<file path="src/rtl/mmio_responder.sv">
// Memory-mapped peripheral block: GPIO out/in, a compare/match timer and a
// scratch register. Read data is registered, so it has the same latency as a sync RAM.
module mmio_responder #(
    parameter int ADDR_W = 10,
    parameter int DATA_W = 32,
    parameter int GPIO_W = 8
) (
    input  logic              CLK,
    input  logic              RESET_N,
    input  logic [ADDR_W-1:0] daddr,
    input  logic [DATA_W-1:0] ddata_w,
    input  logic              d_rw,
    input  logic              sel,
    output logic [DATA_W-1:0] ddata_r,
    input  logic [GPIO_W-1:0] gpio_in,
    output logic [GPIO_W-1:0] gpio_out,
    output logic              irq
);

    localparam logic [2:0] A_GPIO_OUT = 3'd0;
    localparam logic [2:0] A_GPIO_IN  = 3'd1;
    localparam logic [2:0] A_TCNT     = 3'd2;
    localparam logic [2:0] A_TCMP     = 3'd3;
    localparam logic [2:0] A_CTRL     = 3'd4;
    localparam logic [2:0] A_STATUS   = 3'd5;
    localparam logic [2:0] A_SCRATCH  = 3'd6;

    localparam logic [DATA_W-1:0] TCNT_ONE = DATA_W'(1);

    logic [GPIO_W-1:0] gpio_q;
    logic [GPIO_W-1:0] sync1, sync2;
    logic [DATA_W-1:0] tcnt, tcmp, scratch;
    logic [2:0]        ctrl;
    logic              match;
    logic [DATA_W-1:0] rdata;

    logic [2:0] reg_sel;
    logic       wr_en, rd_en, en, ie, ar, hit;
    logic       unused_addr_hi;

    assign reg_sel        = daddr[2:0];
    assign unused_addr_hi = ^daddr[ADDR_W-1:3];
    assign wr_en          = sel & ~d_rw;
    assign rd_en          = sel & d_rw;
    assign en             = ctrl[0];
    assign ie             = ctrl[1];
    assign ar             = ctrl[2];
    assign hit            = en & (tcnt == tcmp);

    assign gpio_out = gpio_q;
    assign irq      = match & ie;

    // Read mux sees pre-edge register values, so a TCNT read returns the count
    // before this edge's increment.
    always_comb begin
        rdata = '0;
        case (reg_sel)
            A_GPIO_OUT: rdata[GPIO_W-1:0] = gpio_q;
            A_GPIO_IN:  rdata[GPIO_W-1:0] = sync2;
            A_TCNT:     rdata             = tcnt;
            A_TCMP:     rdata             = tcmp;
            A_CTRL:     rdata[2:0]        = ctrl;
            A_STATUS:   rdata[0]          = match;
            A_SCRATCH:  rdata             = scratch;
            default:    rdata             = '0;
        endcase
    end

    always_ff @(posedge CLK or negedge RESET_N) begin
        if (!RESET_N) begin
            gpio_q  <= '0;
            tcmp    <= '0;
            ctrl    <= '0;
            scratch <= '0;
        end else if (wr_en) begin
            case (reg_sel)
                A_GPIO_OUT: gpio_q  <= ddata_w[GPIO_W-1:0];
                A_TCMP:     tcmp    <= ddata_w;
                A_CTRL:     ctrl    <= ddata_w[2:0];
                A_SCRATCH:  scratch <= ddata_w;
                default:    ;
            endcase
        end
    end

    // Software write to TCNT beats both increment and auto-reload.
    always_ff @(posedge CLK or negedge RESET_N) begin
        if (!RESET_N) begin
            tcnt <= '0;
        end else if (wr_en && reg_sel == A_TCNT) begin
            tcnt <= ddata_w;
        end else if (en) begin
            tcnt <= (hit && ar) ? '0 : tcnt + TCNT_ONE;
        end
    end

    // A match on the same edge as a W1C keeps MATCH set.
    always_ff @(posedge CLK or negedge RESET_N) begin
        if (!RESET_N) begin
            match <= 1'b0;
        end else if (hit) begin
            match <= 1'b1;
        end else if (wr_en && reg_sel == A_STATUS && ddata_w[0]) begin
            match <= 1'b0;
        end
    end

    always_ff @(posedge CLK or negedge RESET_N) begin
        if (!RESET_N) begin
            sync1 <= '0;
            sync2 <= '0;
        end else begin
            sync1 <= gpio_in;
            sync2 <= sync1;
        end
    end

    always_ff @(posedge CLK or negedge RESET_N) begin
        if (!RESET_N) begin
            ddata_r <= '0;
        end else if (rd_en) begin
            ddata_r <= rdata;
        end
    end

endmodule

</file>
<file path="config.mk">
export PLATFORM = sky130hd
export DESIGN_NAME = mmio_responder
export DESIGN_NICKNAME = d
export VERILOG_FILES = /design/src/rtl/mmio_responder.sv
export SDC_FILE = /design/constraint.sdc
export NUM_CORES = 1
export LEC_CHECK = 0
export ABC_AREA = 1
export CAP_MARGIN = 20
export CORE_MARGIN = 10
export CORE_UTILIZATION = 56
export CTS_CLUSTER_SIZE = 28
export DETAILED_ROUTE_END_ITERATION = 8
export PLACE_DENSITY = 0.92
export SYNTH_ARGS = -nofsm -noshare
export SYNTH_HDL_FRONTEND = slang
export SYNTH_SLANG_ARGS = --single-unit
</file>
<file path="constraint.sdc">
create_clock -name CLK -period 2.1 [get_ports CLK]
set_input_delay 0.42 -clock CLK [delete_from_list [all_inputs] [get_ports CLK]]
set_output_delay 0.42 -clock CLK [all_outputs]
set_load 0.005 [all_outputs]
</file>
==> qor.yml <==
syn_inst: 1042
top_usage_layer: "met2"
yosys.area.top_type: "dfrtp_1"
status: "complete, no violations"
syn_area_sq_um: 8050
initial_core_util_pct: 57.6
period_needed_ns: 1.97
r2r_slack_ns: 0.13
use_met3_pct: 7.64
crit_path_start: "tcnt[7]"
holdPathStages: 0
drive_gt1_share_pct: 9.24
syn2layout_area_growth_pct: 22.5
cts_root_buf: "clkbuf_16"
ioPinCount: 95
routedWlPerCell_microns: 17.2
gp_congestion: 0.981
worst_slack_ns: 0.130
synth.top_cell.area_share_pct: 48.5
maxCapViolCount: 0
cp-end-kind: "flop"
diodes: 0
use_met2_pct: 36.8
overflow: 0
cts_inserted_buffers: 17
start_kind: "flop"
synth_nets: 1097
detail-route-antenna-nets: 0
grt_pass1_wl_mm: 37.0
path_buf_inv: 2
hp-class: "flop to flop"
synth.top_cells.by_area: "dfrtp_1 (48%), nand2_1 (16%), o21ai_0 (7.3%)"
cp.depth: 10
yosys_register_bits: 156
ctsLongestPathBuffers: 2
ys_seq_area_share_pct: 48.5
yosys_most_used_dff: "dfrtp_1"
fmax_ghz: 0.507
r2r_start: "tcnt[7]"
crit_path_top_delay_cell: "dfrtp_1"
die_area_sq_um: 19600
core_sq_um: 14000
slew_headroom_pct: 63.5
synth_edf_count: 0
place_area_sq_um: 9220
power_density_nw_per_um2: 1070
async_flop_share_pct: 100
final_nets: 1189
final_util_pct: 70.5
cts_tree: "built"
yosys_warnings: 0
place_ws_ns: -0.183
path_max_fanout: 32
rsz0062_at_grt: "no"
grt_max_degree: 55
clk_latency_ns: 0.44
arrival_ns: 2.27
rows: 43
crit_path_max_incr_delay_ns: 0.47
vias: 7630
cp.required_ns: 2.40
postSynthAreaPerCell_sq_um: 7.73
crit_type: "flop to flop"
clock-sinks: 156
design_area_sq_um: 9860
finalHoldViolations: 0
antenna_found_initial: 0
h-tree-depth: 4
worst_pin_slew_ns: 0.547
clk_pin_slew_ns: 0.06
numPortBuffers: 87
drt_iter0_drc: 955
fillCellCount: 1019
ir_worst_vdd_mv: 0.768
power_leakage_nw: 4.73
grt_pass1_vias: 7488
cp_top_family: "simple AND/OR/NAND/NOR gates"
drtPass1Iterations: 9
vias_per_cell: 5.75
die_w_microns: 140
layout_commonest_cell: "nand2_1"
path_cells: "inv_1, nand2_1, nand4_1, nor2_1, nand2_1, nor2_1, nand3_4, buf_12, nand3_1, nand3_1"
hpwl_mm: 15.4
timing.final.crit_share_pct: 93.8
route.detailed.drc: 0
routed_wl_mm: 22.8
skew_ns: 0.0121
setup-violations-final: 0
die_h_microns: 140
cts-resized-gates: 0
r2r-end: "tcnt[21]"
ys_types: 41
final_cell_mix: "nand2_1 (336), dfrtp_1 (156), o21ai_0 (117), inv_1 (114), clkdlybuf4s50_1 (86)"
reg2reg_depth: 10
met1_usage_pct: 27.9
track_usage_pct: 22.8
endpoint: "tcnt[21]"
slew_violations: 0
==> per-layer routing <==
layer	wire, microns	vias to the layer above
met5	0	-
met4	510	0
met3	2480	64
met2	10800	448
met1	9100	3626
li1	-	3492
==> worst min-delay path by stage <==
| stage | startpoint | end |
|---|---|---|
| floorplan | RESET_N | ctrl[0] |
| global placement | sync1[2] | sync2[2] |
| detailed placement | sync1[7] | sync2[7] |
| CTS | sync1[7] | sync2[7] |
| global route | sync1[0] | sync2[0] |
| finish | sync1[7] | sync2[7] |
==> cells in the mapped netlist (2+ instances only) <==
library cell    n
nand2_1       337
dfrtp_1       156
o21ai_0       117
inv_1         114
nand3_1        64
nor2_1         53
clkbuf_1       23
xor2_1         23
a21oi_1        22
buf_2          14
nand4_1        11
inv_2          10
nor3_1         10
o22ai_1        10
xnor2_1         9
a221oi_1        7
nand3_2         6
nor2_2          6
o21ai_1         6
buf_6           5
nor2_4          5
clkbuf_2        3
nand2_4         3
nand3b_1        3
nor3_2          3
a22o_1          2
a22oi_1         2
clkinv_1        2
nand2_2         2
o2111ai_1       2
o211ai_1        2
==> kinds of logic (layout without fill, tap and decap cells) <==
logic type / after synthesis / in the layout / synth area share, %
and+or+nand+nor: 506 / 506 / 27.3
buffers and inverters: 176 / 281 / 9.15
AOI/OAI and AO/OA: 171 / 171 / 11.5
DFF: 156 / 156 / 48.5
xor gates and xnor gates: 32 / 32 / 3.48
adders and majority gates: 1 / 1 / 0.155
==> report_power, final <==
part | internal (mW) | switching (mW)
Combinational | 1.21 | 1.62
Sequential | 3.67 | 0.754
Clock | 1.97 | 1.28
Total | 6.85 | 3.65
==> worst register-to-register path: stages (launching register included) <==
cell and delay, ns:
dfrtp_1 0.47, inv_1 0.10, nand2_1 0.07, nand4_1 0.16, nor2_1 0.12, nand2_1 0.07
nor2_1 0.34, nand3_4 0.12, buf_12 0.19, nand3_1 0.10, nand3_1 0.10
==> per-stage QoR <==
stage	hold WS, ns	std cells	power, mW	TNS, ns
finish	0.346	1327	10.5	0
global route	0.355	1327	11.1	0
CTS	0.349	1327	10.5	0
detailed placement	0.336	1294	7.15	-2.38
global placement	0.331	1294	6.97	-1.10
floorplan	0.124	1042	6.12	0
==> registers in the layout, indices dropped and copies added, names as in the netlist <==
signal and cells:
scratch 32, ctrl 3, ddata_r 32, sync2 8, sync1 8, gpio_out 8, tcnt 32, tcmp 32
match 1
==> repair_timing <==
item | in CTS | in global routing
hold buffers | 1 | 0
setup buffers | 0 | 0
endpoints found under the hold margin | 49 | 0
==> final cells by class <==
type                            instances  area [sq um]  area share [%]
Clock inverter                         12           161            1.64
Sequential cell                       156          3900            39.6
Timing Repair Buffer                  121          1200            12.2
Clock buffer                           20           467            4.73
Inverter                              128           484            4.91
Multi-Input combinational cell        710          3410            34.6
Tap cell                              180           225            2.28
No activity file was read; power rests on OpenSTA's default activity.
